$ cat config.mk
export PLATFORM = sky130hd
export DESIGN_NAME = sram_access_arbiter
export DESIGN_NICKNAME = d
export VERILOG_FILES = /design/src/rtl/sram_access_arbiter.sv
export SDC_FILE = /design/constraint.sdc
export NUM_CORES = 1
export LEC_CHECK = 0
export BUFFER_PORTS_ARGS = -buffer_cell sky130_fd_sc_hd__buf_2
export CAP_MARGIN = 15
export CORE_AREA = 2 2 86 88
export CTS_CLUSTER_SIZE = 40
export DETAILED_ROUTE_END_ITERATION = 7
export DIE_AREA = 0 0 88 90
export PLACE_DENSITY_LB_ADDON = 0.25
export RECOVER_POWER = 100
export SYNTH_ARGS = -nofsm -noshare
export SYNTH_HDL_FRONTEND = slang
export SYNTH_SLANG_ARGS = --single-unit
$ cat constraint.sdc
create_clock -name Clock -period 3.26 [get_ports Clock]
set_clock_uncertainty 0.05 [all_clocks]
set_input_delay 0.163 -clock Clock [delete_from_list [all_inputs] [get_ports Clock]]
set_output_delay 0.163 -clock Clock [all_outputs]
set_load 0.01 [all_outputs]
$ cat src/rtl/sram_access_arbiter.sv
// N-master arbiter in front of the single-port SRAM controller: registered one-hot grant,
// burst lock, optional ownership timeout, one-cycle turnaround and read-data tagging.
module sram_access_arbiter #(
  parameter int unsigned NUM_MASTERS    = 4,
  parameter int unsigned ADDR_WIDTH     = 18,
  parameter int unsigned DATA_WIDTH     = 16,
  parameter int unsigned ARB_MODE       = 0,
  parameter int unsigned DEFAULT_MASTER = 0,
  parameter int unsigned READ_LATENCY   = 2,
  parameter int unsigned TIMEOUT_CYCLES = 0
) (
  input  logic                              Clock,
  input  logic                              Reset,
  input  logic [NUM_MASTERS-1:0]            Req,
  input  logic [NUM_MASTERS*ADDR_WIDTH-1:0] M_address,
  input  logic [NUM_MASTERS*DATA_WIDTH-1:0] M_write_data,
  input  logic [NUM_MASTERS-1:0]            M_we_n,
  output logic [NUM_MASTERS-1:0]            Grant,
  output logic [2:0]                        Grant_index,
  output logic [NUM_MASTERS-1:0]            Read_valid,
  output logic [DATA_WIDTH-1:0]             Read_data,
  output logic                              Timeout_pulse,
  output logic [ADDR_WIDTH-1:0]             SRAM_address,
  output logic [DATA_WIDTH-1:0]             SRAM_write_data,
  output logic                              SRAM_we_n,
  input  logic [DATA_WIDTH-1:0]             SRAM_read_data
);

  localparam int unsigned CntMax = (TIMEOUT_CYCLES > 0) ? TIMEOUT_CYCLES - 1 : 0;
  localparam int unsigned CntW   = (CntMax > 0) ? $clog2(CntMax + 1) : 1;

  typedef enum logic [1:0] {StIdle, StOwn, StTurn} state_e;

  state_e                  state_q, state_d;
  logic [NUM_MASTERS-1:0]  grant_q, grant_d;
  logic [2:0]              idx_q, idx_d, ptr_q, ptr_d;
  logic [CntW-1:0]         cnt_q, cnt_d;
  logic                    pulse_q, pulse_d;

  logic [2:0]              eff_ptr, win_idx, ptr_next;
  logic                    win_found;
  logic [NUM_MASTERS-1:0]  req_rot;
  int unsigned             j;
  logic                    owner_req, rival_req, timeout_hit;

  logic [READ_LATENCY-1:0]       tag_vld_q;
  logic [READ_LATENCY-1:0][2:0]  tag_idx_q;
  logic                          push_vld;

  // Rotate requests so the search always starts at bit 0; fixed priority uses pointer 0.
  always_comb begin
    eff_ptr   = (ARB_MODE == 1) ? ptr_q : 3'd0;
    req_rot   = NUM_MASTERS'({Req, Req} >> eff_ptr);
    win_found = 1'b0;
    win_idx   = 3'd0;
    j         = 0;
    for (int unsigned k = 0; k < NUM_MASTERS; k++) begin
      if (!win_found && req_rot[k]) begin
        win_found = 1'b1;
        j = 32'(eff_ptr) + k;
        if (j >= NUM_MASTERS) j = j - NUM_MASTERS;
        win_idx = 3'(j);
      end
    end
    ptr_next = (win_idx == 3'(NUM_MASTERS - 1)) ? 3'd0 : win_idx + 3'd1;
  end

  assign owner_req   = |(Req & grant_q);
  assign rival_req   = |(Req & ~grant_q);
  assign timeout_hit = (TIMEOUT_CYCLES != 0) && (cnt_q == CntW'(CntMax)) && rival_req;

  always_comb begin
    state_d = state_q;
    grant_d = grant_q;
    idx_d   = idx_q;
    ptr_d   = ptr_q;
    cnt_d   = cnt_q;
    pulse_d = 1'b0;
    unique case (state_q)
      StIdle, StTurn: begin
        grant_d = '0;
        if (win_found) begin
          grant_d = NUM_MASTERS'(1) << win_idx;
          idx_d   = win_idx;
          ptr_d   = ptr_next;
          cnt_d   = '0;
          state_d = StOwn;
        end else begin
          state_d = StIdle;
        end
      end
      StOwn: begin
        // A timeout revoke wins even if the owner is still requesting.
        if (timeout_hit || !owner_req) begin
          grant_d = '0;
          pulse_d = timeout_hit;
          state_d = StTurn;
        end else if (TIMEOUT_CYCLES != 0 && cnt_q != CntW'(CntMax)) begin
          cnt_d = cnt_q + 1'b1;
        end
      end
      default: begin
        grant_d = '0;
        state_d = StIdle;
      end
    endcase
  end

  always_ff @(posedge Clock or posedge Reset) begin
    if (Reset) begin
      state_q <= StIdle;
      grant_q <= '0;
      idx_q   <= 3'd0;
      ptr_q   <= 3'd0;
      cnt_q   <= '0;
      pulse_q <= 1'b0;
    end else begin
      state_q <= state_d;
      grant_q <= grant_d;
      idx_q   <= idx_d;
      ptr_q   <= ptr_d;
      cnt_q   <= cnt_d;
      pulse_q <= pulse_d;
    end
  end

  // Read tags ride a shift register matching the SRAM read latency.
  assign push_vld = |(grant_q & M_we_n);

  always_ff @(posedge Clock or posedge Reset) begin
    if (Reset) begin
      tag_vld_q <= '0;
      tag_idx_q <= '0;
    end else begin
      tag_vld_q[0] <= push_vld;
      tag_idx_q[0] <= idx_q;
      for (int i = 1; i < READ_LATENCY; i++) begin
        tag_vld_q[i] <= tag_vld_q[i-1];
        tag_idx_q[i] <= tag_idx_q[i-1];
      end
    end
  end

  always_comb begin
    Read_valid = '0;
    for (int unsigned i = 0; i < NUM_MASTERS; i++) begin
      Read_valid[i] = tag_vld_q[READ_LATENCY-1] && (tag_idx_q[READ_LATENCY-1] == 3'(i));
    end
  end

  always_comb begin
    SRAM_address    = M_address[DEFAULT_MASTER*ADDR_WIDTH +: ADDR_WIDTH];
    SRAM_write_data = '0;
    SRAM_we_n       = 1'b1;
    for (int unsigned i = 0; i < NUM_MASTERS; i++) begin
      if (grant_q[i]) begin
        SRAM_address    = M_address[i*ADDR_WIDTH +: ADDR_WIDTH];
        SRAM_write_data = M_write_data[i*DATA_WIDTH +: DATA_WIDTH];
        SRAM_we_n       = M_we_n[i];
      end
    end
  end

  assign Grant         = grant_q;
  assign Grant_index   = idx_q;
  assign Timeout_pulse = pulse_q;
  assign Read_data     = SRAM_read_data;

endmodule
After elaboration in Yosys (flattened, before gate mapping). Index checks and enable logic that the tools add are counted.

Output and inout port bits: 63. Word-level logic and storage cells: 55. Bits in registers: 17.

Shift operators: 1. Muxes and demuxes: 24. Reduce and logical (&&, ||, !) cells: 16. Bitwise logic cells: 2. Equality and inequality tests: 6.

Operators with widths (count): 16-bit 2-to-1 mux (4); 18-bit 2-to-1 mux (3); 1-bit 2-to-1 mux (10); 4-bit bitwise AND (2); 4-bit 2-to-1 mux (2); 4-bit case mux with 2 select lines (1); 4-bit OR reduction (2); 1-bit logical AND (7); 3-bit by 2-bit == test with 1-bit output, second input constant (2); 2-bit 2-to-1 mux (2); 2-bit case mux with 2 select lines (1); 1-bit by 3-bit << shifter with 4-bit output, first input constant (1); 3-bit by 1-bit == test with 1-bit output, second input constant (1); 1-bit logical NOT (3); 3-bit logical NOT (1); 3-bit 2-to-1 mux (1); 2-bit by 1-bit == test with 1-bit output, second input constant (1); 2-bit == test, second input constant (1); 2-bit logical NOT (1); 2-bit != test, second input constant (1); 2-bit AND reduction (1); 2-bit OR reduction (1).

Longest topological paths before layout. Gate-level depths: netlist of run 1.

Depth after elaboration: 13. Mapped depth: 5. Mapped depth without buffers: 3.

Least setup slack after synthesis of run 1. Ideal clock, no wire load.

Kind: register to output. Start point: reg grant_q[0] (netlist: Grant[0]). End point: out SRAM_write_data[5]. Path slack: 1772 ps. Buffers on the path: 2. Cell stages (with the launch flop): 6. Arrival: 1275 ps. Data required time: 3047 ps. Cells stage by stage: dfrtp_1 -> nor2b_1 -> buf_4 -> buf_8 -> a221oi_2 -> o31ai_1.

Word-level cells in the longest chain between the ends: 4.

Ends and longest elaborated chain: start, declared (RTL line 35) `logic [NUM_MASTERS-1:0] grant_q, grant_d;`; start signal, assigned (RTL line 119) `grant_q <= grant_d;`; 16-bit 2-to-1 mux (4 in series) (RTL line 156) `if (grant_q[i]) begin`; end, declared (RTL line 24) `output logic [DATA_WIDTH-1:0] SRAM_write_data,`.

Every way passes these cells.

Worst setup path in the final report of run 1.
Start point: reg grant_q[3] (netlist: Grant[3]). End point: out SRAM_address[16].

Word-level cells in the longest chain between the ends: 1.

Ends and longest elaborated chain: 18-bit 2-to-1 mux (RTL line 156); end, declared (RTL line 23) `output logic [ADDR_WIDTH-1:0] SRAM_address,`.

Every way passes these cells.

==> results_dict.tcl, run 1 <==
set metrics [dict create \
    die_w_um 88 \
    finalWeightedCongestion 0.766 \
    final-hold-violation-count 0 \
    place_hpwl_mm 5.24 \
    final_max_slew_viol_count 0 \
    cts.hold.buffers_added 1 \
    hold_ws_ns 0.138 \
    globalRouteTotalUtil 0.146 \
    layout.nets 552 \
    die_h_um 90 \
    layout-drive-gt1-share 0.517 \
    fin_util 0.398 \
    max_cap_violations 0 \
    irDropWorstVdd_mv 0.214 \
    vias_per_cell 4.75 \
    crit_path_class "register to output port" \
    commonest_register_cell_after_synthesis "sky130_fd_sc_hd__dfrtp_1" \
    power.combinational.fraction 0.598 \
    setup-violations-final 0 \
    cts_resized 0 \
    cts_tree "done" \
    yosysMostFrequentCell "sky130_fd_sc_hd__nand2_1" \
    synth_top_area_cell "sky130_fd_sc_hd__dfrtp_1" \
    clock_insertion_delay_worst_skew_ns 0.24 \
    switchingPower_mw 0.531 \
    synth_top_area_frac 0.182 \
    cts_sinks 14 \
    diodes_inserted 0 \
    cts_root_buf "sky130_fd_sc_hd__clkbuf_8" \
    cts.path.max_buffers 2 \
    dr.pass1.iters 6 \
    required_arrival_time_at_the_worst_endpoint_ns 3.05 \
    timing.rr.start "Grant[2]" \
    synth-seq-cells 14 \
    area_added_between_synthesis_and_finish_pct 45.3 \
    regArea_um2 350 \
    largest_net_degree_at_the_start_of_global_routing 45 \
    worstPathMaxFanout 30 \
    initial_util 0.274 \
    p_clk_frac 0.134 \
    critical_path.startpoint "Grant[3]" \
    power.leakage_nw 1.30 \
    post_synth_main_area_contributors "sky130_fd_sc_hd__dfrtp_1, sky130_fd_sc_hd__mux2_2, sky130_fd_sc_hd__mux2i_1" \
    initialDrtViolationCount 58 \
    clock.fmax_mhz 398 \
    hp-class "primary input to register" \
    grt_antenna_before_repair 0 \
    wirelength_mm 6.53 \
    htreeDepth 1 \
    portBuffers 190 \
    postSynthAreaPerCell_um2 8.43 \
    die_area_um2 7920 \
    drtAntennaViolNets 0 \
    yosys_warnings 0 \
    grt_remaining_overflow 0 \
    multi_input_area_um2 1290 \
    standard_cell_row_count 31 \
    synthCells 228 \
    post_dr_wirelength_cell_um 13.4 \
    wire_length_of_the_first_global_routing_pass_mm 9.47 \
    synth_sequential_area_ratio 0.182 \
    grt_pass1_vias 2190 \
    clock_pin_slew_worst_setup_and_hold_paths_ns 0.05 \
    status "completed" \
    critical_path.endpoint_type "output port" \
    synthTopCellsByCount "sky130_fd_sc_hd__nand2_1, sky130_fd_sc_hd__nor2b_1, sky130_fd_sc_hd__buf_4" \
    synthesis.area_um2 1920 \
    synth_enable_flop_cells 0 \
    rsz_0062_raised_after_global_routing "false" \
    yosys.cell_types.count 37 \
    tritoncts.num_buffers 3 \
    arrival_ns 2.30 \
    floorplan.io_pins 225 \
    power_mw 1.26 \
    tightest_slew_ns 1.12 \
    synthArstFlopShare 1.00 \
    totalNegativeSetupSlack_ns 0 \
    fp.coreArea_um2 7020 \
    finalCritPeriodShare 0.770 \
    power_density_nw_per_um2 450 \
    via_count 2317 \
    number_of_inserted_filler_cells_in_the_final_layout 757 \
    sequentialPowerShare 0.268 \
    power.switching_fraction 0.423 \
    worstSetupStartpointType "register" \
    cts.repair_timing.setup_buffer_count 0 \
    hp-start "M_we_n[3]" \
    maxSlewHeadroom 0.254 \
    post-route-min-period_ns 2.51 \
    drcViolationCount 0 \
    power.internal_mw 0.725 \
]
final timing paths:
path / end / slack, ns / cells past startpoint
worst max-delay path: SRAM_address[16] / 0.75 / 3
worst min-delay path: tag_vld_q[0] / 0.14 / 3
worst max register to register: Grant[3] / 1.01 / 4
worst min register to register: tag_idx_q[3] / 0.30 / 0
max in group asynchronous: tag_vld_q[0] / 2.37 / 3
min in group asynchronous: Grant_index[0] / 0.44 / 3
power by group through the flow:
stage                     logic [mW]  registers (mW)  clock network, mW
after detailed placement       0.799           0.343                  0
after floorplan                0.571           0.290                  0
after CTS                      0.803           0.340              0.172
after global placement         0.797           0.339                  0
after global routing           0.819           0.351              0.183
final                          0.751           0.337              0.168
worst max-delay path, stage by stage, from the launching register on:
cell	delay [ns]
sky130_fd_sc_hd__dfrtp_1	1.08
sky130_fd_sc_hd__buf_4	0.47
sky130_fd_sc_hd__mux2_2	0.38
sky130_fd_sc_hd__clkbuf_1	0.12
flip-flops by register name (all words and copies together), names as in the netlist:
| name | flops |
|---|---|
| Grant | 4 |
| Grant_index | 2 |
| state_q | 2 |
| tag_idx_q | 4 |
| tag_vld_q | 2 |
metal layers:
layer  track usage  share of wire  up-vias
met5             0              0        -
met4        0.0154         0.0054        0
met3        0.0358           0.11        4
met2         0.294           0.51      144
met1         0.149           0.37     1033
li1              -              -     1136
cell usage in the layout, fill, tap and decap left out, types with 9 or more instances in the layout:
cell type                  count
sky130_fd_sc_hd__buf_2       157
sky130_fd_sc_hd__nand2_1      36
sky130_fd_sc_hd__clkbuf_1     33
sky130_fd_sc_hd__nor2b_1      21
sky130_fd_sc_hd__mux2i_1      18
sky130_fd_sc_hd__mux2_2       17
sky130_fd_sc_hd__dfrtp_1      14
sky130_fd_sc_hd__o21ai_0      14
sky130_fd_sc_hd__a221oi_2      9
sky130_fd_sc_hd__o31ai_1       9
stage by stage:
step / cell area (um2) / setup slack [ns] / std cells
2_1_floorplan: 1930 / 1.77 / 229
3_3_place_gp: 2790 / 1.30 / 483
3_5_place_dp: 2790 / 1.27 / 483
4_1_cts: 2850 / 0.994 / 488
5_1_grt: 2790 / 0.595 / 488
6_report: 2790 / 0.750 / 488
final cells by class:
| class | count | share of cell area |
|---|---|---|
| clock buffer | 4 | 0.0197 |
| inverter | 4 | 0.00538 |
| multi-input combinational | 172 | 0.461 |
| sequential | 14 | 0.125 |
| tap | 99 | 0.0444 |
| timing repair buffer | 195 | 0.345 |
cells by family after synthesis:
logic type	Yosys count	share of synthesized area
AO/OA/AOI/OAI	66	0.301
AND/OR/NAND/NOR	68	0.173
other	1	0.00195
buffers and inverters	43	0.143
multiplexers	36	0.199
flip-flops	14	0.182
(Power assumes the default switching activity.)
==> run 2, diff against run 1 <==
==> constraint.sdc (replaced) <==
create_clock -name Clock -period 2.1 [get_ports Clock]
set_clock_uncertainty 0.05 [all_clocks]
set_input_delay 0.105 -clock Clock [delete_from_list [all_inputs] [get_ports Clock]]
set_output_delay 0.105 -clock Clock [all_outputs]
set_load 0.01 [all_outputs]
==> results_dict.tcl, run 2 (synthesis gave the netlist of run 1 again) <==
set metrics [dict create \
    tightest_slew_ns 0.533 \
    layoutNonFillerInstCount 491 \
    grt_pass1_vias 2289 \
    cts.path.max_buffers 2 \
    hp-start "M_we_n[3]" \
    worst_setup_path_endpoint "SRAM_address[7]" \
    placed_cells_incl_taps 486 \
    global_route_track_usage_on_met2 0.297 \
    grt_remaining_overflow 0 \
    gr-usage-met3 0.0340 \
    globalRouteTotalUtil 0.155 \
    wire_length_of_the_first_global_routing_pass_mm 10.1 \
    final_max_slew_viol_count 0 \
    fp.coreArea_um2 7020 \
    power.internal_mw 1.12 \
    finalWeightedCongestion 0.811 \
    htreeDepth 1 \
    crit-reg2reg-capture "Grant[3]" \
    cts_sinks 14 \
    worstPathMaxFanout 16 \
    cts.hold.buffers_added 1 \
    wirelength_mm 6.60 \
    portBuffers 190 \
    arrival_ns 1.79 \
    switchingPower_mw 0.826 \
    vias_per_cell 4.71 \
    irDropWorstVdd_mv 0.303 \
    finalCritPeriodShare 0.925 \
    grt.busiest_layer "met2" \
    setup-violations-final 0 \
    max_cap_violations 0 \
    drcViolationCount 0 \
    power.combinational.fraction 0.637 \
    tritoncts.num_buffers 3 \
    rr_worst_depth 4 \
    place_hpwl_mm 5.35 \
    via_count 2314 \
    dr.pass1.iters 4 \
    post_dr_wirelength_cell_um 13.4 \
    required_arrival_time_at_the_worst_endpoint_ns 1.95 \
    hp-class "primary input to register" \
    cts.repair_timing.setup_buffer_count 0 \
    initialDrtViolationCount 51 \
    globalRouteMet1Util 0.162 \
    layout-drive-gt1-share 0.543 \
    clock_pin_slew_worst_setup_and_hold_paths_ns 0.06 \
    floorplan.io_pins 225 \
    mostFrequentLayoutCell "sky130_fd_sc_hd__buf_2" \
    totalNegativeSetupSlack_ns 0 \
    initial_util 0.274 \
    layout_common_cells "sky130_fd_sc_hd__buf_2, sky130_fd_sc_hd__nand2_1, sky130_fd_sc_hd__clkbuf_1" \
    diodes_inserted 0 \
    cts_resized 0 \
    die_h_um 90 \
    maxSlewHeadroom 0.644 \
    die_w_um 88 \
    power.leakage_nw 1.32 \
    area_added_between_synthesis_and_finish_pct 47.5 \
    post-route-min-period_ns 1.94 \
    hold_ws_ns 0.0662 \
    die_area_um2 7920 \
    clock.fmax_mhz 515 \
    power_density_nw_per_um2 685 \
    cts_tree "done" \
    layout.nets 555 \
    worstSetupStartpointType "register" \
    power.switching_fraction 0.425 \
    cts_root_buf "sky130_fd_sc_hd__clkbuf_8" \
    critical_path.startpoint "Grant[1]" \
    rsz_0062_raised_after_global_routing "false" \
    timing.rr.start "Grant[1]" \
    crit_path_class "register to output port" \
    status "completed" \
    final-hold-violation-count 0 \
    p_clk_frac 0.114 \
    sequentialPowerShare 0.249 \
    standard_cell_row_count 31 \
    drtAntennaViolNets 0 \
    critical_path.endpoint_type "output port" \
    clock_insertion_delay_worst_skew_ns 0.24 \
    grt_antenna_before_repair 0 \
    largest_net_degree_at_the_start_of_global_routing 36 \
    reg2reg_slack_ns 0.42 \
]
-- run 2: power by group through the flow --
stage	sequential, mW	clock [mW]	combinational [mW]
floorplan	0.450	0	0.887
global placement	0.484	0	1.30
detailed placement	0.491	0	1.30
CTS	0.486	0.230	1.31
global route	0.504	0.249	1.36
finish	0.484	0.221	1.24
-- run 2: worst max-delay path, stage by stage (launching register included) --
cell	delay, ns
sky130_fd_sc_hd__dfrtp_2	0.36
sky130_fd_sc_hd__clkbuf_2	0.41
sky130_fd_sc_hd__mux2i_1	0.26
sky130_fd_sc_hd__o21ai_0	0.10
sky130_fd_sc_hd__mux2_2	0.26
sky130_fd_sc_hd__buf_2	0.14
-- run 2: metrics by stage --
step                      utilization  power (mW)  cell area (um2)  worst slack [ns]
after detailed placement        0.402        1.80             2820             0.473
after global placement          0.402        1.78             2820             0.469
final                           0.404        1.94             2830             0.158
after CTS                       0.410        2.03             2880             0.197
after global routing            0.404        2.11             2830            0.0231
after floorplan                     -        1.34             1930             0.670
-- run 2: routing by layer --
layer,vias to the layer above,share of wire
li1,1142,-
met1,1021,0.36
met2,143,0.51
met3,8,0.11
met4,0,0.015
met5,-,0
-- run 2: worst min-delay path by stage --
stage	endpoint	slack (ns)	cells past startpoint
after CTS	tag_vld_q[0]	0.07	3
after detailed placement	tag_idx_q[1]	0.12	2
after global routing	tag_vld_q[0]	0.08	3
final	tag_vld_q[0]	0.07	3
after floorplan	Grant[0]	-0.06	1
after global placement	tag_idx_q[1]	0.12	2
-- run 2: layout make-up --
cell class | count | area [um2]
Multi-Input combinational cell | 172 | 1300
Tap cell | 99 | 124
Inverter | 4 | 15.0
Sequential cell | 14 | 354
Timing Repair Buffer | 198 | 998
Fill cell | 740 | 4190
Clock buffer | 4 | 45.0
==> run 3, diff against run 2 <==
--- a/config.mk
+++ b/config.mk
@@ -5,12 +5,13 @@
 export SDC_FILE = /design/constraint.sdc
 export NUM_CORES = 1
 export LEC_CHECK = 0
+export ABC_AREA = 1
 export BUFFER_PORTS_ARGS = -buffer_cell sky130_fd_sc_hd__buf_2
 export CAP_MARGIN = 15
-export CORE_AREA = 2 2 86 88
+export CORE_AREA = 2 2 87 89
 export CTS_CLUSTER_SIZE = 40
 export DETAILED_ROUTE_END_ITERATION = 7
-export DIE_AREA = 0 0 88 90
+export DIE_AREA = 0 0 89 91
 export PLACE_DENSITY_LB_ADDON = 0.25
 export RECOVER_POWER = 100
 export SYNTH_ARGS = -nofsm -noshare
==> results_dict.tcl, run 3 <==
set metrics [dict create \
    cts_sinks 14 \
    required_arrival_time_at_the_worst_endpoint_ns 1.95 \
    synthArstFlopShare 1.00 \
    critical_path.endpoint_type "output port" \
    post_synth_main_area_contributors "sky130_fd_sc_hd__dfrtp_1, sky130_fd_sc_hd__nand2_1, sky130_fd_sc_hd__a21oi_1" \
    max_cap_violations 0 \
    post-route-min-period_ns 1.81 \
    number_of_inserted_filler_cells_in_the_final_layout 865 \
    finalWeightedCongestion 0.845 \
    dr.pass1.iters 6 \
    diodes_inserted 0 \
    pre_cts_slack_ns 0.543 \
    final-hold-violation-count 0 \
    cts_resized 0 \
    area_added_between_synthesis_and_finish_pct 46.2 \
    fp.coreArea_um2 7140 \
    synthTopCellsByCount "sky130_fd_sc_hd__nand2_1, sky130_fd_sc_hd__a21oi_1, sky130_fd_sc_hd__inv_1" \
    cts.hold.buffers_added 1 \
    die_w_um 89 \
    synth_sequential_area_ratio 0.189 \
    rsz_0062_raised_after_global_routing "false" \
    crit_path_class "register to output port" \
    clock_pin_slew_worst_setup_and_hold_paths_ns 0.06 \
    cts_root_buf "sky130_fd_sc_hd__clkbuf_8" \
    tritoncts.num_buffers 3 \
    tightest_slew_ns 0.580 \
    die_area_um2 8100 \
    status "completed" \
    grt_remaining_overflow 0 \
    yosysMostFrequentCell "sky130_fd_sc_hd__nand2_1" \
    synthCells 318 \
    die_h_um 91 \
    clock.fmax_mhz 551 \
    htreeDepth 1 \
    cts.repair_timing.setup_buffer_count 0 \
    vias_per_cell 4.62 \
    irDropWorstVdd_mv 0.316 \
    largest_net_degree_at_the_start_of_global_routing 40 \
    wire_length_of_the_first_global_routing_pass_mm 10.4 \
    drtAntennaViolNets 0 \
    initial_util 0.260 \
    setup_ws_ns 0.286 \
    mostFrequentLayoutCell "sky130_fd_sc_hd__buf_2" \
    worstPathMaxFanout 35 \
    layout-drive-gt1-share 0.344 \
    clock_insertion_delay_worst_skew_ns 0.24 \
    arrival_ns 1.66 \
    wirelength_mm 7.21 \
    synth-seq-cells 14 \
    postSynthAreaPerCell_um2 5.84 \
    synth_top_area_frac 0.189 \
    floorplan.io_pins 225 \
    synth_enable_flop_cells 0 \
    worstSetupStartpointType "register" \
    maxSlewHeadroom 0.613 \
    finalCritPeriodShare 0.864 \
    final_max_slew_viol_count 0 \
    hp-class "primary input to register" \
    multi_input_area_um2 1130 \
    place_hpwl_mm 5.49 \
    via_count 2669 \
    yosys.cell_types.count 21 \
    yosys_warnings 0 \
    cts_tree "done" \
    grt_antenna_before_repair 0 \
    portBuffers 190 \
    hold_ws_ns 0.0655 \
    drcViolationCount 0 \
    initialDrtViolationCount 70 \
    standard_cell_row_count 31 \
    layout.nets 642 \
    grt_pass1_vias 2256 \
    power.leakage_nw 1.50 \
    regArea_um2 352 \
    cts.path.max_buffers 2 \
    commonest_register_cell_after_synthesis "sky130_fd_sc_hd__dfrtp_1" \
    setup-violations-final 0 \
    power_density_nw_per_um2 691 \
    totalNegativeSetupSlack_ns 0 \
    synth_top_area_cell "sky130_fd_sc_hd__dfrtp_1" \
    power_mw 1.87 \
    globalRouteTotalUtil 0.158 \
    synthesis.area_um2 1860 \
    layout_common_cells "sky130_fd_sc_hd__buf_2, sky130_fd_sc_hd__nand2_1, sky130_fd_sc_hd__a21oi_1" \
    post_dr_wirelength_cell_um 12.5 \
]
run 3: cell count changes in the layout (fill, tap and decap cells not counted), moves of 10 or more:
cell                       previous run  this run
sky130_fd_sc_hd__nand2_1             36        92
sky130_fd_sc_hd__a21oi_1              4        54
sky130_fd_sc_hd__inv_1                4        27
sky130_fd_sc_hd__nor2b_1             21         0
sky130_fd_sc_hd__mux2i_1             18         0
sky130_fd_sc_hd__o211ai_1             0        18
sky130_fd_sc_hd__mux2_2              17         0
sky130_fd_sc_hd__nor2_1               5        22
sky130_fd_sc_hd__a21o_1               1        16
sky130_fd_sc_hd__a221oi_2            10         0
run 3: stage by stage:
stage / cells / instance area (um2) / util
floorplan: 319 / 1860 / -
global placement: 573 / 2700 / 0.379
detailed placement: 573 / 2700 / 0.379
CTS: 578 / 2760 / 0.386
global route: 578 / 2710 / 0.380
finish: 578 / 2710 / 0.380
run 3: critical path: stages, from the launching register on:
cell and delay, ns:
sky130_fd_sc_hd__dfrtp_1 0.39, sky130_fd_sc_hd__inv_2 0.43, sky130_fd_sc_hd__o21ai_0 0.18, sky130_fd_sc_hd__a21o_1 0.20, sky130_fd_sc_hd__nand2_1 0.06, sky130_fd_sc_hd__clkbuf_1 0.15
run 3: power by group:
part | internal [mW] | leakage (nW) | switching [mW]
combinational | 0.493 | 1.30 | 0.738
sequential | 0.370 | 0.175 | 0.0554
clock | 0.134 | 0.0228 | 0.0847
total | 0.997 | 1.50 | 0.878
run 3: cells by family after synthesis:
family | count (synthesis) | synth area share
other | 1 | 0.00202
AO/OA/AOI/OAI | 106 | 0.334
buffers and inverters | 69 | 0.202
flip-flops | 14 | 0.189
AND/OR/NAND/NOR | 128 | 0.273
run 3: worst paths after layout:
check	startpoint	end	slack (ns)	cells past startpoint
max	Grant[3]	SRAM_write_data[13]	0.29	5
max reg2reg	Grant[2]	Grant[2]	0.73	5
min in group asynchronous	Reset	tag_vld_q[0]	0.39	3
min	M_we_n[1]	tag_vld_q[0]	0.07	3
min reg2reg	tag_idx_q[0]	tag_idx_q[3]	0.30	0
max in group asynchronous	Reset	Grant[1]	1.24	3
run 3: cell type report:
| cell class | instances | area share |
|---|---|---|
| clock buffer | 4 | 0.0166 |
| inverter | 30 | 0.0415 |
| multi-input combinational | 236 | 0.418 |
| sequential | 14 | 0.130 |
| tap | 99 | 0.0457 |
| timing repair buffer | 195 | 0.349 |
run 3: metal layers:
metal  wire length (um)  up-vias  global-route usage
li1                   -     1353                   -
met4                 14        0              0.0274
met1               2760     1154               0.183
met5                  0        -                   0
met2               3710      160               0.302
met3                723        2              0.0200
